**config.mk**
```make
export PLATFORM = sky130hd
export DESIGN_NAME = data_mem_arbiter_flat
export DESIGN_NICKNAME = d
export VERILOG_FILES = /design/src/rtl/data_mem_arbiter_if.sv /design/src/rtl/data_mem_arbiter.sv /design/src/flat_wrapper.sv
export SDC_FILE = /design/constraint.sdc
export NUM_CORES = 1
export LEC_CHECK = 0
export ABC_AREA = 1
export ABC_CLOCK_PERIOD_IN_PS = 6300
export BUFFER_PORTS_ARGS = -buffer_cell sky130_fd_sc_hd__buf_2
export CORE_MARGIN = 5
export CORE_UTILIZATION = 43
export CTS_CLUSTER_SIZE = 16
export DETAILED_ROUTE_END_ITERATION = 10
export GPL_TIMING_DRIVEN = 0
export PLACE_DENSITY_LB_ADDON = 0.15
export SLEW_MARGIN = 10
export SYNTH_ARGS = -nofsm -noshare
export SYNTH_HDL_FRONTEND = slang
export SYNTH_SLANG_ARGS = --single-unit
export TNS_END_PERCENT = 5
```
**constraint.sdc**
```tcl
create_clock -name clk -period 6.3 [get_ports clk]
set_input_delay 0.945 -clock clk [delete_from_list [all_inputs] [get_ports clk]]
set_output_delay 0.945 -clock clk [all_outputs]
set_load 0.02 [all_outputs]
```
**src/rtl/data_mem_arbiter_if.sv**
```systemverilog
// Bundle of the requester and Data_Memory signals around data_mem_arbiter.
// The slave modport is the arbiter's view. The master modport is the
// environment's view: both requesters plus the memory read-data return.
interface data_mem_arbiter_if #(
  parameter int DATA_WIDTH = 32,
  parameter int ADDR_WIDTH = 32
) ();

  logic                  req0;
  logic                  req1;
  logic                  we0;
  logic                  we1;
  logic [ADDR_WIDTH-1:0] addr0;
  logic [ADDR_WIDTH-1:0] addr1;
  logic [DATA_WIDTH-1:0] wdata0;
  logic [DATA_WIDTH-1:0] wdata1;

  logic                  gnt0;
  logic                  gnt1;
  logic                  done0;
  logic                  done1;
  logic [DATA_WIDTH-1:0] rdata0;
  logic [DATA_WIDTH-1:0] rdata1;
  logic                  busy;

  logic                  mem_write_o;
  logic                  mem_read_o;
  logic [ADDR_WIDTH-1:0] mem_addr_o;
  logic [DATA_WIDTH-1:0] mem_wdata_o;
  logic [DATA_WIDTH-1:0] mem_rdata_i;

  modport slave (
    input  req0, req1, we0, we1, addr0, addr1, wdata0, wdata1, mem_rdata_i,
    output gnt0, gnt1, done0, done1, rdata0, rdata1, busy,
           mem_write_o, mem_read_o, mem_addr_o, mem_wdata_o
  );

  modport master (
    output req0, req1, we0, we1, addr0, addr1, wdata0, wdata1, mem_rdata_i,
    input  gnt0, gnt1, done0, done1, rdata0, rdata1, busy,
           mem_write_o, mem_read_o, mem_addr_o, mem_wdata_o
  );

endinterface

```
**src/rtl/data_mem_arbiter.sv**
```systemverilog
// data_mem_arbiter: shares one single-port Data_Memory between the core
// load/store path (port 0) and the loader/debug path (port 1).
// A grant is given combinationally in IDLE. The request is latched at the
// clock edge and the access is held for MEM_LATENCY cycles in ACCESS. A
// one-cycle done pulse follows in DONE.
// Build option: define ARB_ROUND_ROBIN_EN to alternate ties between the
// ports. Without it, port 0 always wins a tie.
module data_mem_arbiter #(
  parameter int DATA_WIDTH  = 32,
  parameter int ADDR_WIDTH  = 32,
  parameter int MEM_LATENCY = 1
) (
  input  logic                clk,
  input  logic                reset,
  data_mem_arbiter_if.slave   bus
);

  typedef enum logic [1:0] {
    IDLE   = 2'd0,
    ACCESS = 2'd1,
    DONE   = 2'd2
  } state_t;

  localparam logic [3:0] CNT_INIT = 4'(MEM_LATENCY - 1);

  // Reject latencies the 4-bit cycle counter cannot represent.
  if (MEM_LATENCY < 1 || MEM_LATENCY > 15) begin : g_bad_latency
    $error("data_mem_arbiter: MEM_LATENCY must be in 1..15");
  end

  state_t                state_q, state_d;
  logic [3:0]            cnt_q, cnt_d;
  logic                  we_q, we_d;
  logic [ADDR_WIDTH-1:0] addr_q, addr_d;
  logic [DATA_WIDTH-1:0] wdata_q, wdata_d;
  logic                  owner_q, owner_d;
  logic                  last_owner_q, last_owner_d;
  logic [DATA_WIDTH-1:0] rdata0_q, rdata0_d;
  logic [DATA_WIDTH-1:0] rdata1_q, rdata1_d;

  logic                  grant0;
  logic                  grant1;

  // Pick a winner while idle. Reset forces the grants low so that every output is 0 during reset.
  always_comb begin
    grant0 = 1'b0;
    grant1 = 1'b0;
    if (state_q == IDLE && !reset) begin
      if (bus.req0 && bus.req1) begin
`ifdef ARB_ROUND_ROBIN_EN
        if (last_owner_q) begin
          grant0 = 1'b1;
        end else begin
          grant1 = 1'b1;
        end
`else
        grant0 = 1'b1;
`endif
      end else if (bus.req0) begin
        grant0 = 1'b1;
      end else if (bus.req1) begin
        grant1 = 1'b1;
      end
    end
  end

  // Next-state logic: latch the winning request, count the access down, then signal done.
  always_comb begin
    state_d      = state_q;
    cnt_d        = cnt_q;
    we_d         = we_q;
    addr_d       = addr_q;
    wdata_d      = wdata_q;
    owner_d      = owner_q;
    last_owner_d = last_owner_q;
    rdata0_d     = rdata0_q;
    rdata1_d     = rdata1_q;

    case (state_q)
      IDLE: begin
        if (grant0 || grant1) begin
          owner_d = grant1;
          we_d    = grant1 ? bus.we1    : bus.we0;
          addr_d  = grant1 ? bus.addr1  : bus.addr0;
          wdata_d = grant1 ? bus.wdata1 : bus.wdata0;
          cnt_d   = CNT_INIT;
          state_d = ACCESS;
        end
      end
      ACCESS: begin
        if (cnt_q == 4'd0) begin
          if (!we_q) begin
            if (owner_q) begin
              rdata1_d = bus.mem_rdata_i;
            end else begin
              rdata0_d = bus.mem_rdata_i;
            end
          end
          state_d = DONE;
        end else begin
          cnt_d = cnt_q - 4'd1;
        end
      end
      DONE: begin
        last_owner_d = owner_q;
        state_d      = IDLE;
      end
      default: begin
        state_d = IDLE;
      end
    endcase
  end

  // State and datapath registers. Reset aborts any access in flight.
  always_ff @(posedge clk or posedge reset) begin
    if (reset) begin
      state_q      <= IDLE;
      cnt_q        <= 4'd0;
      we_q         <= 1'b0;
      addr_q       <= '0;
      wdata_q      <= '0;
      owner_q      <= 1'b0;
      last_owner_q <= 1'b1;
      rdata0_q     <= '0;
      rdata1_q     <= '0;
    end else begin
      state_q      <= state_d;
      cnt_q        <= cnt_d;
      we_q         <= we_d;
      addr_q       <= addr_d;
      wdata_q      <= wdata_d;
      owner_q      <= owner_d;
      last_owner_q <= last_owner_d;
      rdata0_q     <= rdata0_d;
      rdata1_q     <= rdata1_d;
    end
  end

  // Drive the requesters and the memory. The write strobe fires only in the first ACCESS cycle.
  always_comb begin
    bus.gnt0        = grant0;
    bus.gnt1        = grant1;
    bus.done0       = (state_q == DONE) && !owner_q;
    bus.done1       = (state_q == DONE) && owner_q;
    bus.rdata0      = rdata0_q;
    bus.rdata1      = rdata1_q;
    bus.busy        = (state_q != IDLE);
    bus.mem_read_o  = 1'b0;
    bus.mem_write_o = 1'b0;
    bus.mem_addr_o  = '0;
    bus.mem_wdata_o = '0;
    if (state_q == ACCESS) begin
      bus.mem_read_o  = !we_q;
      bus.mem_write_o = we_q && (cnt_q == CNT_INIT);
      bus.mem_addr_o  = addr_q;
      bus.mem_wdata_o = wdata_q;
    end
  end

endmodule

```
**src/flat_wrapper.sv**
```systemverilog
// flat-port wrapper written by rule: the top's interface ports become plain ports
module data_mem_arbiter_flat 
#(
  parameter int DATA_WIDTH  = 32,
  parameter int ADDR_WIDTH  = 32,
  parameter int MEM_LATENCY = 1
)
  (clk, reset, bus_req0, bus_req1, bus_we0, bus_we1, bus_addr0, bus_addr1, bus_wdata0, bus_wdata1, bus_mem_rdata_i, bus_gnt0, bus_gnt1, bus_done0, bus_done1, bus_rdata0, bus_rdata1, bus_busy, bus_mem_write_o, bus_mem_read_o, bus_mem_addr_o, bus_mem_wdata_o);
  data_mem_arbiter_if #(.DATA_WIDTH(DATA_WIDTH), .ADDR_WIDTH(ADDR_WIDTH)) bus_i ();
  input  logic clk;
  input  logic reset;
  input wire logic [$bits(bus_i.req0)-1:0] bus_req0;
  input wire logic [$bits(bus_i.req1)-1:0] bus_req1;
  input wire logic [$bits(bus_i.we0)-1:0] bus_we0;
  input wire logic [$bits(bus_i.we1)-1:0] bus_we1;
  input wire logic [$bits(bus_i.addr0)-1:0] bus_addr0;
  input wire logic [$bits(bus_i.addr1)-1:0] bus_addr1;
  input wire logic [$bits(bus_i.wdata0)-1:0] bus_wdata0;
  input wire logic [$bits(bus_i.wdata1)-1:0] bus_wdata1;
  input wire logic [$bits(bus_i.mem_rdata_i)-1:0] bus_mem_rdata_i;
  output wire logic [$bits(bus_i.gnt0)-1:0] bus_gnt0;
  output wire logic [$bits(bus_i.gnt1)-1:0] bus_gnt1;
  output wire logic [$bits(bus_i.done0)-1:0] bus_done0;
  output wire logic [$bits(bus_i.done1)-1:0] bus_done1;
  output wire logic [$bits(bus_i.rdata0)-1:0] bus_rdata0;
  output wire logic [$bits(bus_i.rdata1)-1:0] bus_rdata1;
  output wire logic [$bits(bus_i.busy)-1:0] bus_busy;
  output wire logic [$bits(bus_i.mem_write_o)-1:0] bus_mem_write_o;
  output wire logic [$bits(bus_i.mem_read_o)-1:0] bus_mem_read_o;
  output wire logic [$bits(bus_i.mem_addr_o)-1:0] bus_mem_addr_o;
  output wire logic [$bits(bus_i.mem_wdata_o)-1:0] bus_mem_wdata_o;
  assign bus_i.req0 = bus_req0;
  assign bus_i.req1 = bus_req1;
  assign bus_i.we0 = bus_we0;
  assign bus_i.we1 = bus_we1;
  assign bus_i.addr0 = bus_addr0;
  assign bus_i.addr1 = bus_addr1;
  assign bus_i.wdata0 = bus_wdata0;
  assign bus_i.wdata1 = bus_wdata1;
  assign bus_i.mem_rdata_i = bus_mem_rdata_i;
  assign bus_gnt0 = bus_i.gnt0;
  assign bus_gnt1 = bus_i.gnt1;
  assign bus_done0 = bus_i.done0;
  assign bus_done1 = bus_i.done1;
  assign bus_rdata0 = bus_i.rdata0;
  assign bus_rdata1 = bus_i.rdata1;
  assign bus_busy = bus_i.busy;
  assign bus_mem_write_o = bus_i.mem_write_o;
  assign bus_mem_read_o = bus_i.mem_read_o;
  assign bus_mem_addr_o = bus_i.mem_addr_o;
  assign bus_mem_wdata_o = bus_i.mem_wdata_o;
  data_mem_arbiter #(.DATA_WIDTH(DATA_WIDTH), .ADDR_WIDTH(ADDR_WIDTH), .MEM_LATENCY(MEM_LATENCY)) u_core (.clk(clk), .reset(reset), .bus(bus_i));
endmodule
```
## Yosys cells after proc, flatten, opt, wreduce, memory -nomap -nowiden

Cells that the tools add are included.

- Order comparisons: 0
- Multipliers: 0
- $add $sub $neg: 1
- Divide/modulo/power cells: 0
- Reduce and logical (&&, ||, !) cells: 18
- Bitwise operators: 2
- Muxes and demuxes: 20
- Shifts and indexed selects: 0
- Equality and inequality tests: 5

Operators with widths:

| kind | count |
|---|---|
| $mux W32 | 4 |
| $mux W1 | 10 |
| $mux W4 | 2 |
| $pmux W4 S2 | 1 |
| $reduce_and A4 Y1 | 2 |
| $logic_and A1 B1 Y1 | 5 |
| $logic_not A4 Y1 | 1 |
| $mux W2 | 2 |
| $ne A2 B2 Y1 const B | 2 |
| $pmux W2 S2 | 1 |
| $reduce_and A2 Y1 | 2 |
| $reduce_bool A2 Y1 | 2 |
| $sub A4 B1 Y4 const B | 1 |
| $logic_not A1 Y1 | 3 |
| $reduce_and A3 Y1 | 1 |
| $eq A2 B1 Y1 const B | 1 |
| $eq A2 B2 Y1 const B | 1 |
| $logic_not A2 Y1 | 1 |
| $ne A2 B1 Y1 const B | 1 |
| $not A1 Y1 | 2 |
| $logic_or A1 B1 Y1 | 1 |

- Output and inout bits: 135
- ROM bits: 0
- Bits in latches: 0
- Memories: 0
- Bits in registers: 136
- Bits in writable memories: 0

## Longest topological paths before layout

- Depth in word-level cells: 7
- Depth in mapped cells: 9

## Least setup slack after synthesis

Ideal clock, no wire load.

- Path type: input to register
- Start point: input reset
- End point: register u_core.addr_q[2]
- Data required time: 6.234 ns
- Slack: 0.528 ns
- Buffers on the path: 1
- Cell stages on the path: 6
- Data arrival time: 5.706 ns
- Cell sequence: inv_2 > clkbuf_1 > nand4_1 > nand2_1 > nand2_1 > nand2_1

- Longest elaborated chain between the ends: 5
- Elaborated cells between the ends (all ways): 7
- Classes of those cells: mux (3); reduce/logical (4)

Ends and longest elaborated chain:

| element | line | source |
|---|---|---|
| start, declared | flat_wrapper.sv:11 | `input logic reset;` |
| $logic_not A1 Y1 * | data_mem_arbiter.sv:48 | `if (state_q == IDLE && !reset) begin` |
| $logic_and A1 B1 Y1 * | data_mem_arbiter.sv:48 |  |
| $mux W1 | data_mem_arbiter.sv:48 |  |
| $logic_or A1 B1 Y1 | data_mem_arbiter.sv:81 | `if (grant0 \|\| grant1) begin` |
| $reduce_and A2 Y1 (no source line) | n/a |  |
| end signal, assigned | data_mem_arbiter.sv:130 | `addr_q <= addr_d;` |
| end, declared | data_mem_arbiter.sv:34 | `logic [ADDR_WIDTH-1:0] addr_q, addr_d;` |

Every way passes the cells marked *; elsewhere a longest branch is shown, timed or not.
A chain may end at the register's enable or synchronous reset.

## Worst setup path in the final report

- Start point: register u_core.state_q[1]
- End point: output bus_mem_wdata_o[15]

- Longest elaborated chain between the ends: 2

Ends and longest elaborated chain:

| element | line | source |
|---|---|---|
| start, declared | data_mem_arbiter.sv:31 | `state_t state_q, state_d;` |
| start signal, assigned | data_mem_arbiter.sv:127 | `state_q <= state_d;` |
| $eq A2 B1 Y1 | data_mem_arbiter.sv:152 | `if (state_q == ACCESS) begin` |
| $mux W32 | data_mem_arbiter.sv:152 |  |
| end, declared | flat_wrapper.sv:31 | `output wire logic [$bits(bus_i.mem_wdata_o)-1:0] bus_mem_wdata_o;` |

No other way between the ends.

==> reports/summary.txt <==
FLOORPLAN
--------------------------------------------------------------------------------
Die Footprint                                                         18600 um^2
Floorplan row count                                                           46
Height of the die                                                         136 um
Die boundary width                                                        136 um
Starting utilization of the core area                                      0.434
Floorplan Core Area                                                   15800 um^2
Count of pins on the block boundary                                          301

CLOCK TREE
--------------------------------------------------------------------------------
Post-cts sizing count                                                          0
TritonCTS clock tree                                                       built
Maximum root-to-sink buffer count                                              2
Hold buffer count at cts                                                       0
CTS clock-pin slew for the worst setup and hold paths                    0.06 ns
H-tree level count                                                             4
Total setup buffers inserted after CTS                                         0
Sink count of the clock tree                                                 136
Cts bufs inserted                                                             17
Worst-Skew Late Latency                                                  0.42 ns
Cell chosen for the clock root                                      sky130_fd_sc_hd__clkbuf_16

STA
--------------------------------------------------------------------------------
Final-layout setup total negative slack                                     0 ns
Maximum clock frequency                                                  327 MHz
RSZ-0062 raised after global routing                                       false
Headroom to the max-slew limit                                             0.644
Min Hold Slack                                                          0.466 ns
Final number of hold-violating endpoints                                       0
Count of final max-slew check failures                                         0
Clock tree skew after final layout                                    0.00947 ns
Minimum clock period                                                     3.06 ns
Slew at the pin closest to its max-slew limit                           0.533 ns
Number of setup violations in the final report                                 0
Share of the cycle needed by the critical path after routing               0.486

SYNTHESIS
--------------------------------------------------------------------------------
Average cell area after synthesis                                      7.07 um^2
Sequential cell area fraction in the yosys report                          0.497
Number of different library cells in the post-synthesis netlist               20
Yosys synthesis warning count                                                  0
Cell with the most instances after synthesis                        sky130_fd_sc_hd__nand2_1
Number of synthesized register bits                                          136
Top cells by area in the synthesized netlist                        sky130_fd_sc_hd__dfrtp_1 50%, sky130_fd_sc_hd__nand2_1 27%, sky130_fd_sc_hd__nand4_1 5.9%
Share of synthesized registers carrying an async set or reset               1.00
Number of synthesized flops with an enable pin                                 0
List of most frequent post-synthesis cells                          501 x sky130_fd_sc_hd__nand2_1, 136 x sky130_fd_sc_hd__dfrtp_1, 74 x sky130_fd_sc_hd__inv_1
Yosys top cell by area                                              sky130_fd_sc_hd__dfrtp_1
Netlist Area Pre-Place                                                 6850 um^2
Cells after Synth                                                            969
Net count after synthesis                                                   1136
Synth top area share                                                       0.497
Primary FF master, synth                                            sky130_fd_sc_hd__dfrtp_1

DETAILED ROUTING
--------------------------------------------------------------------------------
Vias per cell                                                               4.76
Remaining design rule violation count                                          0
Final ANT Viol Nets                                                            0
Mean routed wirelength per cell                                          14.3 um
Iteration count of the initial detailed-routing pass                           5
Total Routed Length                                                      21.8 mm
Number of DRC violations after detailed-routing iteration 0                  301
Total number of vias                                                        7225

WORST SETUP PATH
--------------------------------------------------------------------------------
Worst path cell trace                                               inv_2 -> nand2_2 -> buf_2 -> buf_1 -> nor2_1 -> buf_2
Number of cells traversed by the worst register-to-register path               8
CP max-delay cell                                                   sky130_fd_sc_hd__dfrtp_1
Worst path max stage delay                                               0.42 ns
Maximum fanout encountered on the critical timing path                        10
Critical path capture point type                                     output port
Required time reported for the critical path endpoint                    5.35 ns
Startpoint type of the worst setup path                                 register
Arrival time at the worst endpoint                                       2.11 ns
Terminus of the critical flop-to-flop path                          u_core.bus.rdata0[18]
Critical path's most frequent cell                                  sky130_fd_sc_hd__buf_2
Internal reg-to-reg setup slack                                          4.42 ns
Crit path kind                                                      register to output port
RR Startpoint                                                       u_core.cnt_q[0]

POWER AND IR DROP
--------------------------------------------------------------------------------
Switching Share                                                            0.449
Switching pwr                                                          0.00213 W
Combinational group share of total power                                   0.456
Cell Pwr Density                                                     511 nW/um^2
Internal power                                                         0.00261 W
Power share of the clock group                                             0.223
Worst vdd ir                                                            0.228 mV
Static leakage power                                                     5.62 nW
Register share of total power                                              0.322

MIN PATH
--------------------------------------------------------------------------------
Class of the tightest hold or removal check                         register to register
Worst Hold Depth                                                               2
Worst Hold End                                                      u_core.bus.rdata0[12]
Hold path start                                                     u_core.bus.rdata0[12]

GRT
--------------------------------------------------------------------------------
Most used routing layer                                                     met2
Maximum number of pins on one net before global-route repair                  99
Met2 routing resource usage after global routing                           0.398
Number of antenna violations at the first check in global routing              0
GR Util met1                                                               0.292
Total grt overflow                                                             0
Met3 layer usage reported by global route                                 0.0600
Vias in the first global route                                              7192
All-layer global routing usage                                             0.234
Global-route wire length before repair                                   34.7 mm

FINAL LAYOUT
--------------------------------------------------------------------------------
Final net count                                                             1456
Layout Utilization                                                         0.589
Layout filler cell count                                                    1613
Proportion of layout cells with a drive suffix above 1                     0.292
P&R area growth vs syn                                                     35.6%
Cell area after layout                                                 9290 um^2
Number of antenna diodes                                                       0

RUN
--------------------------------------------------------------------------------
Number of maximum-capacitance violations                                       0

PLACE
--------------------------------------------------------------------------------
Gpl congestion                                                             0.836
HPWL after detailed placement                                            16.3 mm
Port bufs                                                                    300
Placed cell area                                                       8660 um^2

OUTCOME
--------------------------------------------------------------------------------
Result of the run                                                   finished clean

==> power groups by stage <==
| stage | logic (W) | registers, W | clock network, W |
|---|---|---|---|
| 3_3_place_gp | 0.00215 | 0.00152 | 0 |
| 3_5_place_dp | 0.00217 | 0.00153 | 0 |
| 4_1_cts | 0.00219 | 0.00153 | 0.00107 |
| 2_1_floorplan | 0.00118 | 0.00176 | 0 |
| 6_report | 0.00216 | 0.00153 | 0.00106 |
| 5_1_grt | 0.00240 | 0.00158 | 0.00111 |
==> final cells by class <==
cell class / instances / area, um^2 / area share
Buffer: 64 / 307 / 0.0330
Tap cell: 216 / 270 / 0.0291
Clock buffer: 18 / 439 / 0.0473
Multi-Input combinational cell: 690 / 2860 / 0.307
Timing Repair Buffer: 301 / 1530 / 0.165
Sequential cell: 136 / 3400 / 0.366
Clock inverter: 14 / 188 / 0.0202
Inverter: 79 / 297 / 0.0319
==> cells in the final DEF (no fill, tap or decap) <==
| cell | instances |
|---|---|
| sky130_fd_sc_hd__nand2_2 | 2 |
| sky130_fd_sc_hd__ha_1 | 1 |
| sky130_fd_sc_hd__nor2_2 | 1 |
| sky130_fd_sc_hd__nor3_4 | 1 |
| sky130_fd_sc_hd__nand2_1 | 501 |
| sky130_fd_sc_hd__clkinv_4 | 2 |
| sky130_fd_sc_hd__clkbuf_16 | 17 |
| sky130_fd_sc_hd__bufinv_16 | 3 |
| sky130_fd_sc_hd__o21ai_1 | 1 |
| sky130_fd_sc_hd__clkinvlp_4 | 3 |
| sky130_fd_sc_hd__inv_8 | 2 |
| sky130_fd_sc_hd__nor2_1 | 73 |
| sky130_fd_sc_hd__nor3b_1 | 1 |
| sky130_fd_sc_hd__buf_1 | 9 |
| sky130_fd_sc_hd__nand4_1 | 65 |
| sky130_fd_sc_hd__nor3_1 | 3 |
| sky130_fd_sc_hd__clkbuf_8 | 2 |
| sky130_fd_sc_hd__inv_6 | 4 |
| sky130_fd_sc_hd__clkbuf_1 | 19 |
| sky130_fd_sc_hd__nand3_1 | 39 |
| sky130_fd_sc_hd__o211ai_2 | 1 |
| sky130_fd_sc_hd__inv_2 | 5 |
| sky130_fd_sc_hd__nor2_4 | 1 |
| sky130_fd_sc_hd__dfrtp_1 | 136 |
| sky130_fd_sc_hd__buf_16 | 1 |
| sky130_fd_sc_hd__buf_4 | 5 |
| sky130_fd_sc_hd__inv_1 | 74 |
| sky130_fd_sc_hd__buf_2 | 330 |
==> registers in the layout (all words and copies together), names as in the netlist <==
signal / cells
u_core.bus.rdata1: 32
u_core.we_q: 1
u_core.bus.rdata0: 32
u_core.addr_q: 32
u_core.state_q: 2
u_core.owner_q: 1
u_core.cnt_q: 4
u_core.wdata_q: 32
==> cell families after synthesis <==
| group | count (synthesis) | share of synthesized area |
|---|---|---|
| simple gates | 687 | 0.412 |
| fa+ha+maj | 1 | 0.00183 |
| flops | 136 | 0.497 |
| buf+inv | 143 | 0.0866 |
| compound gates | 2 | 0.00256 |
==> per-layer routing <==
layer	share of wire	vias up
met3	0.079	32
met5	0	-
met4	0.019	0
li1	-	3623
met1	0.42	3307
met2	0.48	263
==> worst max path at each step <==
| stage | cells past startpoint | slack, ns | from | endpoint |
|---|---|---|---|---|
| after floorplan | 2 | 2.82 | reset | u_core.addr_q[0] |
| after global placement | 3 | 1.52 | reset | u_core.bus.rdata0[7] |
| after detailed placement | 8 | 3.30 | bus_req1 | bus_gnt1 |
| after CTS | 6 | 3.19 | u_core.state_q[1] | bus_mem_wdata_o[15] |
| after global routing | 6 | 3.08 | u_core.state_q[1] | bus_mem_wdata_o[15] |
| final | 6 | 3.24 | u_core.state_q[1] | bus_mem_wdata_o[15] |
==> critical path: cells and delay by family (launching register included) <==
family / cells / cell delay [ns]
flip-flops: 1 / 0.42
buffers and inverters: 4 / 0.99
AND/OR/NAND/NOR: 2 / 0.29
==> metrics by stage <==
stage                     power, W  instances  setup slack, ns
after detailed placement   0.00371       1486             3.30
after global routing       0.00510       1518             3.08
after floorplan            0.00294        969             2.82
final                      0.00475       1518             3.24
after CTS                  0.00479       1518             3.19
after global placement     0.00367       1485             1.52
No activity file was read; power rests on OpenSTA's default activity.
